$ cat config.mk
export PLATFORM = sky130hd
export DESIGN_NAME = lyte_nonce_dispatcher_flat
export DESIGN_NICKNAME = d
export VERILOG_FILES = /design/src/rtl/lyte_nonce_dispatcher_if.sv /design/src/rtl/lyte_nonce_dispatcher.sv /design/src/flat_wrapper.sv
export SDC_FILE = /design/constraint.sdc
export NUM_CORES = 1
export LEC_CHECK = 0
export BUFFER_PORTS_ARGS = -buffer_cell sky130_fd_sc_hd__buf_4
export CAP_MARGIN = 20
export CORE_MARGIN = 5
export CORE_UTILIZATION = 55
export CTS_BUF_LIST = sky130_fd_sc_hd__clkbuf_4
export CTS_CLUSTER_DIAMETER = 40
export DETAILED_ROUTE_END_ITERATION = 6
export GPL_TIMING_DRIVEN = 1
export PLACE_DENSITY = 0.82
export SLEW_MARGIN = 20
export SYNTH_ARGS = -nofsm -noshare
export SYNTH_HDL_FRONTEND = slang
export SYNTH_SLANG_ARGS = --single-unit
$ cat constraint.sdc
create_clock -name clk -period 2.5 [get_ports clk]
set_clock_uncertainty 0.05 [all_clocks]
set_input_delay 0.125 -clock clk [delete_from_list [all_inputs] [get_ports clk]]
set_output_delay 0.125 -clock clk [all_outputs]
set_load 0.05 [all_outputs]
$ cat src/rtl/lyte_nonce_dispatcher_if.sv
// ---------------------------------------------------------------------------
// lyte_nonce_dispatcher_if
//   Bundles the job-controller commands, the per-core request/grant handshake
//   and the dispatcher status outputs into one interface.
//
//   master : job controller / core side (drives commands and requests)
//   slave  : the dispatcher itself (drives grants and status)
//
//   job_start, job_abort, job_id, core_solved  : job control commands
//   core_req[NUM_CORES]                        : per-core chunk requests (level)
//   core_grant[NUM_CORES]                      : one-hot grant pulse
//   grant_nonce_start / grant_nonce_end        : inclusive nonce range of grant
//   grant_job_id                               : job tag attached to the grant
//   busy, exhausted, chunks_issued             : dispatcher status
// ---------------------------------------------------------------------------
interface lyte_nonce_dispatcher_if #(
    parameter int NUM_CORES = 8
);
    logic                 job_start;
    logic                 job_abort;
    logic [7:0]           job_id;
    logic                 core_solved;
    logic [NUM_CORES-1:0] core_req;
    logic [NUM_CORES-1:0] core_grant;
    logic [31:0]          grant_nonce_start;
    logic [31:0]          grant_nonce_end;
    logic [7:0]           grant_job_id;
    logic                 busy;
    logic                 exhausted;
    logic [31:0]          chunks_issued;

    modport master (
        output job_start, job_abort, job_id, core_solved, core_req,
        input  core_grant, grant_nonce_start, grant_nonce_end, grant_job_id,
        input  busy, exhausted, chunks_issued
    );

    modport slave (
        input  job_start, job_abort, job_id, core_solved, core_req,
        output core_grant, grant_nonce_start, grant_nonce_end, grant_job_id,
        output busy, exhausted, chunks_issued
    );
endinterface

$ cat src/rtl/lyte_nonce_dispatcher.sv
// ---------------------------------------------------------------------------
// lyte_nonce_dispatcher
//   Hands out fixed-size nonce chunks (2**CHUNK_W nonces each) to NUM_CORES
//   miner cores with round-robin arbitration. Each job walks the 32-bit nonce
//   space exactly once, stopping on solution, abort or exhaustion.
//
//   clk    : system clock
//   rst_n  : asynchronous active-low reset
//   bus    : slave side of lyte_nonce_dispatcher_if (commands, core
//            request/grant handshake, grant payload and status)
// ---------------------------------------------------------------------------
module lyte_nonce_dispatcher #(
    parameter int NUM_CORES = 8,
    parameter int CHUNK_W   = 16
) (
    input logic                    clk,
    input logic                    rst_n,
    lyte_nonce_dispatcher_if.slave bus
);

    localparam int PTR_W = (NUM_CORES > 1) ? $clog2(NUM_CORES) : 1;
    localparam int CNT_W = 33 - CHUNK_W;

    // Chunk count at which the whole nonce space has been handed out.
    localparam logic [CNT_W-1:0] CHUNK_LIMIT = {1'b1, {(32 - CHUNK_W){1'b0}}};
    localparam logic [31:0]      CHUNK_MASK  = 32'((64'd1 << CHUNK_W) - 64'd1);

    typedef enum logic [1:0] {
        IDLE      = 2'd0,
        DISPATCH  = 2'd1,
        EXHAUSTED = 2'd2
    } state_e;

    state_e               state_q, state_d;
    logic [PTR_W-1:0]     rr_q, rr_d;
    logic [CNT_W-1:0]     chunk_q, chunk_d;
    logic [7:0]           tag_q, tag_d;
    logic [NUM_CORES-1:0] grant_q, grant_d;
    logic [31:0]          start_q, start_d;
    logic [31:0]          end_q, end_d;
    logic [7:0]           gjid_q, gjid_d;
    logic [31:0]          issued_q, issued_d;

    logic [NUM_CORES-1:0] eligible;
    logic [NUM_CORES-1:0] winnerOneHot;
    logic [PTR_W-1:0]     winnerIdx;
    logic [PTR_W-1:0]     hiIdx, loIdx;
    logic                 hiFound, loFound;
    logic [CNT_W-1:0]     chunkNext;
    logic [31:0]          chunkBase;

    // Round-robin pick. The core granted last cycle is masked so it cannot
    // win again before it has had a chance to drop its request. The first
    // eligible core at or after rr_q wins; otherwise wrap to the lowest one.
    always_comb begin
        eligible     = bus.core_req & ~grant_q;
        hiFound      = 1'b0;
        loFound      = 1'b0;
        hiIdx        = '0;
        loIdx        = '0;
        winnerOneHot = '0;
        for (int j = 0; j < NUM_CORES; j++) begin
            if (eligible[j] && !loFound) begin
                loFound = 1'b1;
                loIdx   = PTR_W'(j);
            end
            if (eligible[j] && !hiFound && (j >= int'(rr_q))) begin
                hiFound = 1'b1;
                hiIdx   = PTR_W'(j);
            end
        end
        winnerIdx = hiFound ? hiIdx : loIdx;
        for (int j = 0; j < NUM_CORES; j++) begin
            winnerOneHot[j] = (PTR_W'(j) == winnerIdx);
        end
    end

    // Chunks are aligned, so the upper counter bits form the chunk base
    // directly. The extra counter MSB only flags exhaustion.
    assign chunkNext = chunk_q + CNT_W'(1);
    assign chunkBase = {chunk_q[CNT_W-2:0], {CHUNK_W{1'b0}}};

    // Next-state logic. Commands are prioritised abort > start > solved;
    // a grant is only issued in DISPATCH on a command-free cycle.
    always_comb begin
        state_d  = state_q;
        rr_d     = rr_q;
        chunk_d  = chunk_q;
        tag_d    = tag_q;
        grant_d  = '0;
        start_d  = start_q;
        end_d    = end_q;
        gjid_d   = gjid_q;
        issued_d = issued_q;

        if (bus.job_abort) begin
            state_d = IDLE;
        end else if (bus.job_start) begin
            state_d  = DISPATCH;
            chunk_d  = '0;
            issued_d = '0;
            tag_d    = bus.job_id;
            rr_d     = '0;
        end else if (bus.core_solved && (state_q != IDLE)) begin
            state_d = IDLE;
        end else if ((state_q == DISPATCH) && loFound) begin
            grant_d = winnerOneHot;
            start_d = chunkBase;
            end_d   = chunkBase | CHUNK_MASK;
            gjid_d  = tag_q;
            rr_d    = (winnerIdx == PTR_W'(NUM_CORES - 1)) ? '0 : winnerIdx + PTR_W'(1);
            chunk_d = chunkNext;
            if (issued_q != 32'hFFFF_FFFF) begin
                issued_d = issued_q + 32'd1;
            end
            if (chunkNext == CHUNK_LIMIT) begin
                state_d = EXHAUSTED;
            end
        end
    end

    // State and output registers. Reset drops any in-flight grant.
    always_ff @(posedge clk or negedge rst_n) begin
        if (!rst_n) begin
            state_q  <= IDLE;
            rr_q     <= '0;
            chunk_q  <= '0;
            tag_q    <= '0;
            grant_q  <= '0;
            start_q  <= '0;
            end_q    <= '0;
            gjid_q   <= '0;
            issued_q <= '0;
        end else begin
            state_q  <= state_d;
            rr_q     <= rr_d;
            chunk_q  <= chunk_d;
            tag_q    <= tag_d;
            grant_q  <= grant_d;
            start_q  <= start_d;
            end_q    <= end_d;
            gjid_q   <= gjid_d;
            issued_q <= issued_d;
        end
    end

    assign bus.core_grant        = grant_q;
    assign bus.grant_nonce_start = start_q;
    assign bus.grant_nonce_end   = end_q;
    assign bus.grant_job_id      = gjid_q;
    assign bus.busy              = (state_q == DISPATCH);
    assign bus.exhausted         = (state_q == EXHAUSTED);
    assign bus.chunks_issued     = issued_q;

endmodule

$ cat src/flat_wrapper.sv
// flat-port wrapper written by rule: the top's interface ports become plain ports
module lyte_nonce_dispatcher_flat 
#(
    parameter int NUM_CORES = 8,
    parameter int CHUNK_W   = 16
)
  (clk, rst_n, bus_job_start, bus_job_abort, bus_job_id, bus_core_solved, bus_core_req, bus_core_grant, bus_grant_nonce_start, bus_grant_nonce_end, bus_grant_job_id, bus_busy, bus_exhausted, bus_chunks_issued);
  lyte_nonce_dispatcher_if #(.NUM_CORES(NUM_CORES)) bus_i ();
  input logic clk;
  input logic rst_n;
  input wire logic [$bits(bus_i.job_start)-1:0] bus_job_start;
  input wire logic [$bits(bus_i.job_abort)-1:0] bus_job_abort;
  input wire logic [$bits(bus_i.job_id)-1:0] bus_job_id;
  input wire logic [$bits(bus_i.core_solved)-1:0] bus_core_solved;
  input wire logic [$bits(bus_i.core_req)-1:0] bus_core_req;
  output wire logic [$bits(bus_i.core_grant)-1:0] bus_core_grant;
  output wire logic [$bits(bus_i.grant_nonce_start)-1:0] bus_grant_nonce_start;
  output wire logic [$bits(bus_i.grant_nonce_end)-1:0] bus_grant_nonce_end;
  output wire logic [$bits(bus_i.grant_job_id)-1:0] bus_grant_job_id;
  output wire logic [$bits(bus_i.busy)-1:0] bus_busy;
  output wire logic [$bits(bus_i.exhausted)-1:0] bus_exhausted;
  output wire logic [$bits(bus_i.chunks_issued)-1:0] bus_chunks_issued;
  assign bus_i.job_start = bus_job_start;
  assign bus_i.job_abort = bus_job_abort;
  assign bus_i.job_id = bus_job_id;
  assign bus_i.core_solved = bus_core_solved;
  assign bus_i.core_req = bus_core_req;
  assign bus_core_grant = bus_i.core_grant;
  assign bus_grant_nonce_start = bus_i.grant_nonce_start;
  assign bus_grant_nonce_end = bus_i.grant_nonce_end;
  assign bus_grant_job_id = bus_i.grant_job_id;
  assign bus_busy = bus_i.busy;
  assign bus_exhausted = bus_i.exhausted;
  assign bus_chunks_issued = bus_i.chunks_issued;
  lyte_nonce_dispatcher #(.NUM_CORES(NUM_CORES), .CHUNK_W(CHUNK_W)) u_core (.clk(clk), .rst_n(rst_n), .bus(bus_i));
endmodule
After elaboration in Yosys (flattened, before gate mapping)
Cells that the tools add are included.
{ "totals": {"word_cells": 136, "out_inout_bits": 114, "register_bits": 126, "in_bits": 21} }
{ "classes": {"n_lt_le_gt_ge": 7, "addsub": 3, "n_mux": 51, "eq_ne": 13, "bitwise_logic": 5, "reduce_logical": 48} }
{ "op_table": {"columns": ["op", "n"], "rows": [
  ["2-to-1 mux 32 bit", 4],
  ["2-to-1 mux 17 bit", 3],
  ["2-to-1 mux 3 bit", 17],
  ["adder 32 x 1 -> 32 bit (second input constant)", 1],
  ["2-to-1 mux 8 bit", 4],
  ["inequality test 32 bit (second input constant)", 1],
  ["logical AND 1 bit", 23],
  ["2-to-1 mux 1 bit", 18],
  ["adder 17 x 1 -> 17 bit (second input constant)", 1],
  ["equality test 17 bit (second input constant)", 1],
  ["zero test 1 bit", 14],
  ["equality test 3 bit (first input constant)", 4],
  ["2-to-1 mux 2 bit", 5],
  ["greater-or-equal comparator 3 bit (first input constant)", 3],
  ["AND 8 bit", 1],
  ["inverter 8 bit", 1],
  ["AND reduction 4 bit", 2],
  ["nonzero test 4 bit", 2],
  ["equality test 2 x 3 -> 1 bit (first input constant)", 2],
  ["greater-or-equal comparator 1 x 3 -> 1 bit (first input constant)", 2],
  ["greater-or-equal comparator 2 x 3 -> 1 bit (first input constant)", 2],
  ["nonzero test 2 bit", 3],
  ["AND reduction 2 bit", 2],
  ["adder 3 x 1 -> 3 bit (second input constant)", 1],
  ["8 further kinds", 10]
]} }

Depth between registers and ports, before layout
{ "depth": {"ltp_word": 37, "mapped_depth": 10, "depth_no_buf": 9} }

Worst setup path before layout
Ideal clock, no wire load.
{ "synth_path": {"path_kind": "reg-to-reg", "from": "register u_core.grant_q[3] (netlist: u_core.bus.core_grant[3])", "to": "register u_core.rr_q[2]", "arrival_ps": 2476, "path_stages_with_launch": 9, "required_ps": 2329, "setup_slack_ps": -147, "synth_period_minus_slack_ps": 2647, "cell_sequence": "dfrtp_1 nand2b_1 nand4_1 nor3b_1 o31ai_1 a311oi_1 ha_1 ha_1 a22o_1"} }
{ "synth_via": {"elab_chain_cells": 26, "elab_cells_between_ends": 54, "cone_classes": "add/sub (1); eq/ne (1); mux (25); bitwise (2); reduce/logical (25)"} }
{ "synth_rtl": {"columns": ["element", "line", "source"], "rows": [
  ["from (decl)", "lyte_nonce_dispatcher.sv:38", "logic [NUM_CORES-1:0] grant_q, grant_d;"],
  ["from (signal assigned)", "lyte_nonce_dispatcher.sv:139", "grant_q <= grant_d;"],
  ["inverter 8 bit (*)", "lyte_nonce_dispatcher.sv:56", "eligible = bus.core_req & ~grant_q;"],
  ["AND 8 bit (*)", "lyte_nonce_dispatcher.sv:56", null],
  ["logical AND 1 bit (2 in series)", "lyte_nonce_dispatcher.sv:67", "if (eligible[j] && !hiFound && (j >= int'(rr_q))) begin"],
  ["2-to-1 mux 1 bit", "lyte_nonce_dispatcher.sv:67", null],
  ["zero test 1 bit", "lyte_nonce_dispatcher.sv:67", null],
  ["logical AND 1 bit (2 in series)", "lyte_nonce_dispatcher.sv:67", null],
  ["2-to-1 mux 1 bit", "lyte_nonce_dispatcher.sv:67", null],
  ["zero test 1 bit", "lyte_nonce_dispatcher.sv:67", null],
  ["[8 not listed]", null, null],
  ["logical AND 1 bit", "lyte_nonce_dispatcher.sv:67", null],
  ["2-to-1 mux 3 bit / 2-to-1 mux 1 bit (equally long branches)", "lyte_nonce_dispatcher.sv:67", null],
  ["2-to-1 mux 3 bit", "lyte_nonce_dispatcher.sv:72", "winnerIdx = hiFound ? hiIdx : loIdx;"],
  ["adder 3 x 1 -> 3 bit / equality test 3 bit (equally long branches)", "lyte_nonce_dispatcher.sv:111", "rr_d = (winnerIdx == PTR_W'(NUM_CORES - 1)) ? '0 : winnerIdx + PTR_W'(1);"],
  ["2-to-1 mux 3 bit", "lyte_nonce_dispatcher.sv:111", null],
  ["2-to-1 mux 3 bit", "lyte_nonce_dispatcher.sv:106", "end else if ((state_q == DISPATCH) && loFound) begin"],
  ["2-to-1 mux 3 bit", "lyte_nonce_dispatcher.sv:104", "end else if (bus.core_solved && (state_q != IDLE)) begin"],
  ["2-to-1 mux 3 bit", "lyte_nonce_dispatcher.sv:98", "end else if (bus.job_start) begin"],
  ["to (signal assigned)", "lyte_nonce_dispatcher.sv:136", "rr_q <= rr_d;"],
  ["to (decl)", "lyte_nonce_dispatcher.sv:35", "logic [PTR_W-1:0] rr_q, rr_d;"]
]} }
Every way passes the cells marked *; elsewhere a longest branch is shown, timed or not. The select of a mux whose other input is x is not followed.
A chain may end at the register's enable or synchronous reset.

Worst setup path in the final report
{ "layout_path": {"from": "register u_core.chunk_q[0]", "to": "register u_core.state_q[1]"} }
{ "layout_via": {"elab_chain_cells": 4} }
{ "layout_rtl": {"columns": ["element", "line", "source"], "rows": [
  ["from (decl)", "lyte_nonce_dispatcher.sv:36", "logic [CNT_W-1:0] chunk_q, chunk_d;"],
  ["from (signal assigned)", "lyte_nonce_dispatcher.sv:137", "chunk_q <= chunk_d;"],
  ["adder 17 x 1 -> 17 bit", "lyte_nonce_dispatcher.sv:80", "assign chunkNext = chunk_q + CNT_W'(1);"],
  ["equality test 17 bit", "lyte_nonce_dispatcher.sv:116", "if (chunkNext == CHUNK_LIMIT) begin"],
  ["nonzero test 4 bit (no line)", null, null],
  ["AND reduction 2 bit (no line)", null, null],
  ["to (signal assigned)", "lyte_nonce_dispatcher.sv:135", "state_q <= state_d;"],
  ["to (decl)", "lyte_nonce_dispatcher.sv:34", "state_e state_q, state_d;"]
]} }
Every way passes these cells.

==> Flow_metrics.wiki <==
{| class="wikitable"
! Metric !! Value
|-
| Critical path buffers and inverters || 0
|-
| Number of buffers added by the clock tree synthesis step || 9
|-
| Unrepaired setup endpoints after global routing || false
|-
| Main area contributors after synthesis || dfrtp_1 (45%), nand2_1 (9.2%), buf_4 (6.8%)
|-
| Average wire length per cell after detail routing || 15.4 µm
|-
| Yosys reg bits || 95
|-
| Horizontal die dimension || approximately 110 µm
|-
| Setup slack at placement || 0.132 ns
|-
| Largest stage delay on the critical path || 0.47 ns
|-
| Switching power as a share of total power || 0.363
|-
| Area of combinational cells with multiple inputs || ~2500 µm²
|-
| Signal arrival time at the worst endpoint || 2.67 ns
|-
| DR pass1 iterations || 5
|-
| Main synth FF type || dfrtp_1
|-
| Share of the synthesized area in the top cell type || 0.450
|-
| Nets@finish || 720
|-
| CP top delay family || simple AND/OR/NAND/NOR gates
|-
| Class of the most critical setup path || reg2reg
|-
| Core area || 9330 µm²
|-
| Number of synthesis warnings || 0
|-
| Layout cell share with drive strength beyond 1 || 0.267
|-
| Setup TNS Final || 0 ns
|-
| Starting utilization of the core area || 0.567
|-
| Cells after Synth || 597
|-
| Dpl cells || around 800
|-
| Number of port buffers || 118
|-
| Top layer in use || met4
|-
| Top library cells by usage in the layout, fill and taps aside || buf_4 (136), nand2_1 (130), dfrtp_1 (89)
|-
| Comb pwr share || 0.236
|-
| Data required time of the critical path || 2.85 ns
|-
| WL met3 || 888 µm
|-
| Synth-to-Final Area Change || 19.8%
|-
| FF+latch area || 2380 µm²
|-
| Number of enable-type register cells in the synthesized netlist || 0
|-
| Routed wire length || 12700 µm
|-
| Post-Syn Area per Cell || 8.86 µm²
|-
| Cell mode on critical path || and4_1
|-
| Worst min-delay path class || in2async
|-
| Final-report max-slew violation count || 0
|-
| Clock network fraction of design power || 0.248
|-
| Post-layout instance count excluding filler cells || a little over 800
|-
| Share of synthesized area occupied by flip-flops and latches || 0.450
|-
| Outcome || completed
|-
| Critical-path cell list || ha_1, and4_1, and4_1, mux2i_1, o221ai_1, nor4_2, o21a_1
|-
| Number of buffers between clock root and the deepest sink || 2
|-
| GRT Residual Overflow || 0
|-
| Cell leakage power || 0.00301 µW
|-
| Metal-1 WL || around 5100 µm
|-
| Die Ht || 108 µm
|-
| Number of vias in the routed layout || around 4600
|-
| Highest Clock Rate || 0.430 GHz
|-
| Latest clock arrival within the worst-skew pair || 0.46 ns
|-
| Final Hold Fails || 0
|-
| Type of origin of the critical path || flip-flop
|-
| Number of placement rows || 35
|-
| Weighted congestion reported at the end of routability-driven placement || 0.897
|-
| Routed length on met2 || 6510 µm
|-
| Final Setup Violations || 0
|-
| Power density relative to cell area || 510 nW/µm²
|-
| Unique cell type count in the Yosys netlist || 58
|-
| Global-route usage over all layers || 0.218
|-
| Leading cell type in the layout, fill and taps excluded || buf_4
|-
| Internal power || slightly above 2000 µW
|-
| Fillers || 711
|-
| Clock Sinks || 95
|-
| Final standard cell area without fillers || 6340 µm²
|-
| Post-layout min period || 2.33 ns
|-
| Crit. End Element || flip-flop
|-
| Vias in the first global route || about 4400
|-
| Final setup margin || 0.172 ns
|-
| DR iter-0 viols || 217
|-
| TritonCTS clock tree || yes
|-
| Reg power frac || 0.516
|-
| Ant. Diodes || 0
|-
| Maximum Capacitance Violations || 0
|-
| First-pass GRT wire length || 20700 µm
|-
| Drt drc || 0
|-
| Vias per cell || around 5.5
|-
| Tightest slew margin relative to the limit || 0.572
|-
| Synth async-reset ratio || 1.00
|-
| Max rail drop VDD || about 0.26 mV
|-
| Pin count of the biggest net entering global routing || 96
|-
| Period Utilization, post-route || 0.931
|-
| Number of top-level design ports || 135
|-
| Critical Path Fanout Max || 6
|-
| Number of levels the H-tree was split into || 3
|-
| Area post-placement || 6070 µm²
|-
| Slew of the pin with the lowest slew margin || 0.642 ns
|-
| Cell at the root of the clock tree || clkbuf_4
|-
| Post-detailed-route count of antenna-violating nets || 0
|-
| Power dissipated by switching net loads || 1170 µW
|-
| Clock transition at the registers of the reported paths || roughly 0.16 ns
|-
| Overall die area || roughly 12000 µm²
|-
| Highest-delay cell along the critical path || dfrtp_1
|-
| Mapped cell area || 5290 µm²
|-
| Number of antenna violations at the first check in global routing || 0
|-
| Dominant cell type by area after synthesis || dfrtp_1
|-
| HPWL after detailed placement || just over 9000 µm
|}
## power by group through the flow
stage               registers, µW  logic (µW)  clock network [µW]
detailed placement           1700         744                   0
global placement             1690         731                   0
finish                       1670         761                 803
global route                 1680         812                 880
CTS                          1670         761                 823
floorplan                    1850         378                   0
## area by class of cell
| class | count | area share |
|---|---|---|
| Multi-Input combinational cell | 427 | 0.390 |
| Sequential cell | 95 | 0.376 |
| Timing Repair Buffer | 148 | 0.182 |
| Tap cell | 129 | 0.0255 |
| Clock buffer | 9 | 0.0107 |
| Clock inverter | 7 | 0.00987 |
| Inverter | 10 | 0.00592 |
## what timing repair did
action                                 CTS  global route
endpoints found under the hold margin  114             0
setup buffers                            0             0
hold buffers                            11             0
setup endpoints to repair                0            19
resized for setup                        0             6
## worst paths after layout
kind / startpoint / end / slack, ns / depth (start not counted)
setup / recovery: u_core.chunk_q[0]$_DFFE_PN0P_ / u_core.state_q[1]$_DFFE_PN0P_ / 0.17 / 7
hold / removal: rst_n / u_core.bus.grant_nonce_end[16]$_DFFE_PN0P_ / 0.15 / 3
setup reg to reg: u_core.chunk_q[0]$_DFFE_PN0P_ / u_core.state_q[1]$_DFFE_PN0P_ / 0.17 / 7
hold reg to reg: u_core.bus.grant_job_id[3]$_DFFE_PN0P_ / u_core.bus.grant_job_id[3]$_DFFE_PN0P_ / 0.45 / 2
max in group asynchronous: rst_n / u_core.rr_q[2]$_DFFE_PN0P_ / 1.80 / 3
min in group clk: bus_core_solved / u_core.state_q[1]$_DFFE_PN0P_ / 0.30 / 6
## sequential cells by signal, indices dropped and copies added (netlist names)
signal / cells
u_core.bus.chunks_issued: 32
u_core.bus.core_grant: 8
u_core.bus.grant_nonce_end: 17
u_core.chunk_q: 17
u_core.state_q: 2
u_core.bus.grant_job_id: 8
u_core.tag_q: 8
u_core.rr_q: 3
## layer usage
metal / up-vias / global-route usage
met1: 2191 / 0.271
met4: 0 / 0.0784
li1: 2190 / -
met3: 20 / 0.0406
met5: - / 0
met2: 160 / 0.378
## worst min-delay path: cells and delay by family
kind	cells	cell delay [ns]
buf+inv	3	0.99
## synthesized netlist by cell type (all sizes together) (2+ instances only)
cell type	instances
o21a	5
a21oi	21
and4	4
xnor2	13
clkbuf	16
mux2i	2
nor3b	5
and3	9
inv	10
ha	8
a31oi	5
dfrtp	95
o31ai	10
o2111ai	2
or4	8
xor2	2
a211oi	8
o211ai	4
o211a	2
nand2b	9
a22o	2
or3	13
nand3	16
nor2b	8
nor2	33
buf	64
a21o	2
nand2	130
o21ai	44
and2	7
nand4	15
nand3b	2
nor4	6
nor3	6
## through the flow
stage	util	power, µW	hold slack, ns
after CTS	0.676	3250	0.208
after detailed placement	0.650	2440	0.169
after global routing	0.679	3370	0.229
final	0.679	3230	0.150
after floorplan	-	2230	-0.221
after global placement	0.650	2420	0.168
## logic make-up after synthesis
logic type	Yosys count	synth area share
buf+inv	90	0.103
compound gates	113	0.143
flops	95	0.450
xor+xnor	15	0.0248
simple gates	272	0.254
other cells	1	0.000709
fa+ha+maj	8	0.0189
mux	3	0.00592
(Power assumes the default switching activity.)
